### config.mk
export PLATFORM = sky130hd
export DESIGN_NAME = cpu_sequencer
export DESIGN_NICKNAME = d
export VERILOG_FILES = /design/src/rtl/cpu_sequencer.sv
export SDC_FILE = /design/constraint.sdc
export NUM_CORES = 1
export LEC_CHECK = 0
export CORE_ASPECT_RATIO = 1.2
export CORE_UTILIZATION = 26
export CTS_BUF_LIST = sky130_fd_sc_hd__clkbuf_8
export CTS_CLUSTER_DIAMETER = 80
export DETAILED_ROUTE_END_ITERATION = 12
export HOLD_SLACK_MARGIN = 0.06
export MAX_ROUTING_LAYER = met4
export PLACE_DENSITY = 0.47
export SYNTH_ARGS = -nofsm -noshare
export SYNTH_HDL_FRONTEND = slang
export SYNTH_SLANG_ARGS = --single-unit
### constraint.sdc
create_clock -name clk -period 4.1 [get_ports clk]
set_input_delay 0.615 -clock clk [delete_from_list [all_inputs] [get_ports clk]]
set_output_delay 0.615 -clock clk [all_outputs]
set_load 0.03 [all_outputs]
### src/rtl/cpu_sequencer.sv
// Multi-cycle CPU control sequencer: steps each instruction through
// FETCH/DECODE/EXEC/MEM/WB and owns the PC, retire counter and halt flags.
module cpu_sequencer (
  input  logic        clk,
  input  logic        rstd,
  input  logic        run,
  input  logic        halt_req,
  input  logic [5:0]  op,
  input  logic [31:0] nextpc,
  input  logic        dm_ready,
  output logic [31:0] pc,
  output logic        ir_we,
  output logic        reg_we,
  output logic        dm_we,
  output logic [2:0]  state,
  output logic        halted,
  output logic        illegal,
  output logic [31:0] instret
);

  typedef enum logic [2:0] {
    S_IDLE   = 3'd0,
    S_FETCH  = 3'd1,
    S_DECODE = 3'd2,
    S_EXEC   = 3'd3,
    S_MEM    = 3'd4,
    S_WB     = 3'd5,
    S_HALT   = 3'd6
  } state_e;

  typedef enum logic [2:0] {
    C_ALU,
    C_LOAD,
    C_STORE,
    C_BRANCH,
    C_JUMP,
    C_JAL,
    C_STOP,
    C_ILLEGAL
  } op_class_e;

  function automatic op_class_e decode_op(input logic [5:0] opcode);
    op_class_e cls;
    case (opcode)
      6'd0, 6'd1, 6'd3, 6'd4, 6'd5, 6'd6: cls = C_ALU;
      6'd16, 6'd18, 6'd20:                 cls = C_LOAD;
      6'd24, 6'd26, 6'd28:                 cls = C_STORE;
      6'd32, 6'd33, 6'd34, 6'd35:          cls = C_BRANCH;
      6'd40, 6'd42:                        cls = C_JUMP;
      6'd41:                               cls = C_JAL;
      6'd63:                               cls = C_STOP;
      default:                             cls = C_ILLEGAL;
    endcase
    return cls;
  endfunction

  state_e      state_q, state_d;
  op_class_e   cls_q, cls_d;
  logic [31:0] pc_q, pc_d;
  logic [31:0] instret_q, instret_d;
  logic        halted_q, halted_d;
  logic        illegal_q, illegal_d;
  logic        boundary;
  op_class_e   op_cls;

  assign op_cls = decode_op(op);

  // NOTE: every variable written here gets a default first, so no path
  // through the case can leave one unassigned and infer a latch.
  always_comb begin
    state_d   = state_q;
    cls_d     = cls_q;
    pc_d      = pc_q;
    instret_d = instret_q;
    halted_d  = halted_q;
    illegal_d = illegal_q;
    boundary  = 1'b0;

    case (state_q)
      S_IDLE: begin
        if (run && !halt_req) state_d = S_FETCH;
      end
      S_FETCH: begin
        state_d = S_DECODE;
      end
      S_DECODE: begin
        cls_d = op_cls;
        if (op_cls == C_STOP) begin
          state_d  = S_HALT;
          halted_d = 1'b1;
        end else if (op_cls == C_ILLEGAL) begin
          state_d   = S_HALT;
          halted_d  = 1'b1;
          illegal_d = 1'b1;
        end else begin
          state_d = S_EXEC;
        end
      end
      S_EXEC: begin
        if (cls_q == C_LOAD || cls_q == C_STORE) state_d = S_MEM;
        else                                     state_d = S_WB;
      end
      S_MEM: begin
        if (dm_ready) begin
          if (cls_q == C_LOAD) state_d  = S_WB;
          else                 boundary = 1'b1;
        end
      end
      S_WB: begin
        boundary = 1'b1;
      end
      S_HALT: begin
        state_d = S_HALT;
      end
      default: begin
        // Unreachable encoding 7: park safely and flag it.
        state_d   = S_HALT;
        halted_d  = 1'b1;
        illegal_d = 1'b1;
      end
    endcase

    // Run/halt requests are only honoured here, after the instruction retires.
    if (boundary) begin
      pc_d      = nextpc;
      instret_d = instret_q + 32'd1;
      if (halt_req) begin
        state_d  = S_HALT;
        halted_d = 1'b1;
      end else if (!run) begin
        state_d = S_IDLE;
      end else begin
        state_d = S_FETCH;
      end
    end
  end

  // NOTE: reset is synchronous (sampled on the clock edge) and all state
  // updates use non-blocking assignments so every register sees pre-edge values.
  always_ff @(posedge clk) begin
    if (!rstd) begin
      state_q   <= S_IDLE;
      cls_q     <= C_ILLEGAL;
      pc_q      <= 32'd0;
      instret_q <= 32'd0;
      halted_q  <= 1'b0;
      illegal_q <= 1'b0;
    end else begin
      state_q   <= state_d;
      cls_q     <= cls_d;
      pc_q      <= pc_d;
      instret_q <= instret_d;
      halted_q  <= halted_d;
      illegal_q <= illegal_d;
    end
  end

  // Strobes depend only on registered state and class, so they are
  // glitch-free and mutually exclusive by construction.
  assign ir_we  = (state_q == S_FETCH);
  assign reg_we = (state_q == S_WB) &&
                  (cls_q == C_ALU || cls_q == C_LOAD || cls_q == C_JAL);
  assign dm_we  = (state_q == S_MEM) && (cls_q == C_STORE);

  assign pc      = pc_q;
  assign state   = state_q;
  assign halted  = halted_q;
  assign illegal = illegal_q;
  assign instret = instret_q;

endmodule

==> out/qor.txt, run 1 <==
outcome: finished, violations left
failing checks: design-rule violations
post-synthesis mux area share: 0.00350
worst min-delay path class: reg -> reg
dpl cell area: 4470 um^2
CTS buffer count: 9
sequential area share after synthesis: 0.448
Setup crit end kind: output port
Setup TNS: 0 ns
Synth Area in Compound Gates: 0.155
Max rail drop VDD: 0.000143 V
root cell of the clock tree: clkbuf_8
CTS tree: done
first-pass GRT wire length: 15,100 um
critical path peak fanout: 13
final wirelength: 9240 um
clock buffer depth: 2
post-route design area: 4680 um^2
CTS H-tree lvls: 3
max-slew violation count: 0
Die H: 124 um
vias in the first global route: 2,997
Core ar.: 12,100 um^2
multi-input logic area: 1630 um^2
synth top area cells: dfxtp_1 45%, nand2_1 9.6%, a21oi_1 8.6%
# diodes: 0
GR Util All Layers: 0.154
NumNets Final: 555
dominant cell type by area after synthesis: dfxtp_1
ys flop type: dfxtp_1
die area: 12,800 um^2
Avg Cell Area, Syn: 7.90 um^2
cells after synthesis: 407
gr ovfl total: 0
crit path kind: reg -> out
RSZ-0062 raised after global routing: false
Yosys cell types: 45
Worst R2R Path Depth: 5
ratio of final minimum period to clock period: 0.680
Post-synth EDFFs: 0
Port Buffer Count: 114
Initial Utilization: 0.267
Clock Skews: 0.0103 ns
routed len/inst: 13.7 um
fraction of layout cells with a size suffix above 1: 0.0505
Fillers: 1,240
via count: 3,181
Final ANT Viol Nets: 0
minimum clock period after layout: 2.79 ns
routability cong.: 0.747
Slew @ Worst Pin: 0.539 ns
relative slew slack: 0.640
Critical Path AT: 2.17 ns
DRC Markers: 1
FF+latch count, synth: 72
syn_nets: 452
Worst-Skew Late Latency: 0.35 ns
Peak Freq: 359 MHz
post-synthesis adder-cell area fraction: 0.00779
final setup vio count: 0
Synth Area in Simple Gates: 0.291
clk sinks: 72
largest net degree at the start of global routing: 45
Layout area overhead: 45.7%
1st-iter DRT viols: 124
max-cap violations: 0
post-synthesis xor/xnor area fraction: 0.0490
Synth warnings: 0
Reg clk slew, reported paths: 0.08 ns
postcts setup bufs: 0
Place WS: 1.07 ns
FP Rows: 44
Synth top area share: 0.448
WHS Path Cells: 2
Final WS setup: 1.31 ns
Fin. Hold Viols: 0
drt via density: 4.71
leak pwr: 1.56 nW
Pwr Density: 369 nW/um^2
WP data required: 3.48 ns
FFs w/ async S/R, synth: 0
first drt pass iteration count: 8
Setup crit start kind: flip-flop
die width: 104 um
# IOs: 115
CTS Hold Bufs: 0
sequential cell area: 1440 um^2
initial antenna violation count: 0
CTS resizes: 0
dominant combinational cell family by area after synthesis: simple AND/OR/NAND/NOR gates
HPWL after DPL: 6590 um
Synth Cell Area: 3210 um^2
==> layer usage <==
metal,routed length (um),up-vias,GRT usage
met5,0,-,-
met4,187,0,0.0761
met3,498,17,0.0267
met2,4200,105,0.249
met1,4350,1439,0.186
li1,-,1620,-
==> state kept, by name, summed over array words and instances, names as in the netlist <==
name and cells:
cls_q 3, instret 32, illegal 1, halted 1, state 3, pc 32
==> logic make-up after synthesis <==
| family | after synthesis |
|---|---|
| adder cells (fa/ha/maj) | 2 |
| flip-flops | 72 |
| AO/OA/AOI/OAI | 90 |
| AND/OR/NAND/NOR | 190 |
| multiplexers | 1 |
| buffers and inverters | 34 |
| XOR/XNOR | 18 |
==> synthesized netlist by cell type, drive strengths merged (2+ instances only) <==
cell and n:
nand2 82, dfxtp 72, a21oi 55, nor2 28, o21ai 19, clkbuf 17, nand3 16, nand4 13
xnor2 10, buf 9, or3 9, inv 8, xor2 8, and4 7, nor4 7, nand2b 6
and2 5, and3 5, nor2b 3, nor3 3, o22ai 3, ha 2, o21a 2, o31ai 2
==> stage by stage <==
stage | cells | hold WS [ns] | power (W) | util
6_report | 676 | 0.454 | 0.00173 | 0.388
5_1_grt | 676 | 0.472 | 0.00182 | 0.388
4_1_cts | 676 | 0.457 | 0.00176 | 0.388
3_5_place_dp | 660 | 0.446 | 0.00114 | 0.371
3_3_place_gp | 660 | 0.442 | 0.00114 | 0.371
2_1_floorplan | 407 | 0.512 | 0.000996 | -
==> critical path, cell delays in order (launching register included) <==
cell,delay [ns]
dfxtp_1,0.60
and2_1,0.24
nor4b_1,0.25
clkdlybuf4s50_1,0.74
==> power breakdown <==
part           leakage (nW)  internal (W)  switching (W)  total (W)
sequential            0.581      0.000735      0.0000457   0.000781
combinational         0.863      0.000153       0.000191   0.000344
clock                 0.112      0.000338       0.000267   0.000605
total                  1.56       0.00123       0.000504    0.00173
==> cells in the final DEF, fill, tap and decap left out, types with 5 or more instances in the layout <==
cell type / count
nand4_1: 12
clkbuf_8: 9
nand3_1: 16
dfxtp_1: 72
clkdlybuf4s50_1: 114
a21oi_1: 55
xnor2_1: 10
inv_1: 9
and2_1: 5
xor2_1: 8
nand2_1: 82
or3_1: 9
nor4_1: 7
o21ai_0: 19
nand2b_1: 6
and4_1: 7
nor2_1: 28
==> path summary, 6_finish.rpt <==
kind                         startpoint                  endpoint  slack [ns]
hold reg to reg      pc[3]$_SDFFE_PN0P_        pc[3]$_SDFFE_PN0P_        0.45
setup / recovery  state[2]$_SDFFE_PN0P_                    reg_we        1.31
setup reg to reg  state[1]$_SDFFE_PN0P_  instret[31]$_SDFFE_PN0P_        1.61
hold / removal       pc[3]$_SDFFE_PN0P_        pc[3]$_SDFFE_PN0P_        0.45
==> cell type report <==
class / count / share of cell area
Clock inverter: 7 / 0.0190
Tap cell: 161 / 0.0430
Clock buffer: 9 / 0.0265
Multi-Input combinational cell: 301 / 0.347
Sequential cell: 72 / 0.308
Timing Repair Buffer: 118 / 0.250
Inverter: 8 / 0.00641
(Power assumes the default switching activity.)
==> inputs of run 2 (changes only) <==
- clock period: 4.1 -> 2.6 ns (I/O delays scaled with it)
==> out/qor.txt, run 2 (synthesis gave the netlist of run 1 again) <==
crit path kind: reg -> out
Setup TNS: 0 ns
Die H: 124 um
gr ovfl total: 0
slowest CP cell: clkdlybuf4s50_1
GR Util All Layers: 0.156
CTS Hold Bufs: 0
Worst Hold Path EP: pc[19]$_SDFFE_PN0P_
fraction of layout cells with a size suffix above 1: 0.0635
# diodes: 0
1st-iter DRT viols: 105
max-slew violation count: 0
via count: 3,173
CTS tree: done
first drt pass iteration count: 8
drt via density: 4.66
R2R setup slack: 0.39 ns
NumNets Final: 560
R2R Path End: instret[31]$_SDFFE_PN0P_
CTS buffer count: 9
Pwr Density: 617 nW/um^2
initial antenna violation count: 0
Layout area overhead: 48.4%
Critical Path AT: 1.99 ns
DRC Markers: 1
root cell of the clock tree: clkbuf_8
clk sinks: 72
leading cell type in the layout, fill and taps excluded: clkdlybuf4s50_1
final setup vio count: 0
Setup crit end kind: output port
Final ANT Viol Nets: 0
DP Cell Count: 665
HPWL after DPL: 6910 um
Worst R2R Path Depth: 5
vias in the first global route: 3,000
CTS resizes: 0
ratio of final minimum period to clock period: 0.916
Initial Utilization: 0.267
Worst Hold Launch: pc[19]$_SDFFE_PN0P_
die area: 12,800 um^2
Crit path largest cell delay: 0.75 ns
Fin. Hold Viols: 0
Worst-Skew Late Latency: 0.35 ns
leak pwr: 1.60 nW
failing checks: design-rule violations
FP Rows: 44
Final Util: 0.396
final wirelength: 9480 um
critical path peak fanout: 10
Peak Freq: 420 MHz
max-cap violations: 0
outcome: finished, violations left
largest net degree at the start of global routing: 29
Fillers: 1,229
Core ar.: 12,100 um^2
die width: 104 um
critical path, cell by cell: buf_4 > nand2b_1 > nor4_1 > clkdlybuf4s50_1
commonest non-fill, non-tap cells in the layout: 114 x clkdlybuf4s50_1, 82 x nand2_1, 72 x dfxtp_1
CTS H-tree lvls: 3
WHS Path Cells: 2
Setup crit start kind: flip-flop
routed len/inst: 13.9 um
Final Non-Filler Cells: 681
routability cong.: 0.801
reg2reg start: instret[8]$_SDFFE_PN0P_
Slew @ Worst Pin: 0.402 ns
relative slew slack: 0.731
RSZ-0062 raised after global routing: false
WP data required: 2.21 ns
clock buffer depth: 2
Port Buffer Count: 114
Reg clk slew, reported paths: 0.08 ns
worst min-delay path class: reg -> reg
minimum clock period after layout: 2.38 ns
postcts setup bufs: 0
first-pass GRT wire length: 15,400 um
Max rail drop VDD: 0.000195 V
Clock Skews: 0.00846 ns
# IOs: 115
-- run 2: changes by cell type in the layout (fill, tap and decap cells not counted) --
| cell | delta |
|---|---|
| clkinv_2 | -1 |
| clkinvlp_4 | -1 |
| buf_4 | +5 |
| bufinv_16 | +1 |
| inv_1 | -2 |
| clkbuf_8 | +3 |
-- run 2: worst max path at each step --
stage                     startpoint                       end  slack [ns]  depth (start not counted)
2_1_floorplan  state[0]$_SDFFE_PN0P_                    reg_we        0.19                          3
3_3_place_gp                dm_ready  instret[31]$_SDFFE_PN0P_        0.15                          6
3_5_place_dp                dm_ready  instret[31]$_SDFFE_PN0P_        0.09                          6
4_1_cts        state[2]$_SDFFE_PN0P_                    reg_we        0.19                          3
5_1_grt        state[2]$_SDFFE_PN0P_                    reg_we        0.08                          3
6_report       state[2]$_SDFFE_PN0P_                     dm_we        0.22                          4
-- run 2: power breakdown --
group	internal, W	switching [W]
Clock	0.000718	0.000424
Sequential	0.00116	0.0000427
Combinational	0.000260	0.000338
Total	0.00214	0.000804
-- run 2: metal layers --
layer,vias up,share of wire,GRT usage
li1,1621,-,-
met1,1433,0.47,0.187
met2,104,0.45,0.244
met3,15,0.060,0.0398
met4,0,0.022,0.0761
met5,-,0,-
-- run 2: layout make-up --
cell class | count | area (um^2) | area share
Sequential cell | 72 | 1440 | 0.302
Timing Repair Buffer | 123 | 1210 | 0.253
Inverter | 8 | 30.0 | 0.00629
Multi-Input combinational cell | 301 | 1630 | 0.341
Tap cell | 161 | 201 | 0.0422
Clock inverter | 4 | 98.8 | 0.0207
Clock buffer | 12 | 165 | 0.0346
-- run 2: worst max-delay path: cells and delay by family (launching register included) --
| kind | cells | cell delay (ns) |
|---|---|---|
| simple gates | 2 | 0.33 |
| buf+inv | 2 | 0.94 |
| flops | 1 | 0.38 |
-- run 2: metrics by stage --
stage               hold slack (ns)  setup WS [ns]  power [W]  cell area [um^2]
global placement              0.441          0.145    0.00183              4510
global route                  0.471         0.0771    0.00308              4770
finish                        0.454          0.218    0.00294              4770
CTS                           0.457          0.189    0.00299              4770
detailed placement            0.446         0.0894    0.00183              4510
floorplan                     0.512          0.189    0.00157              3210
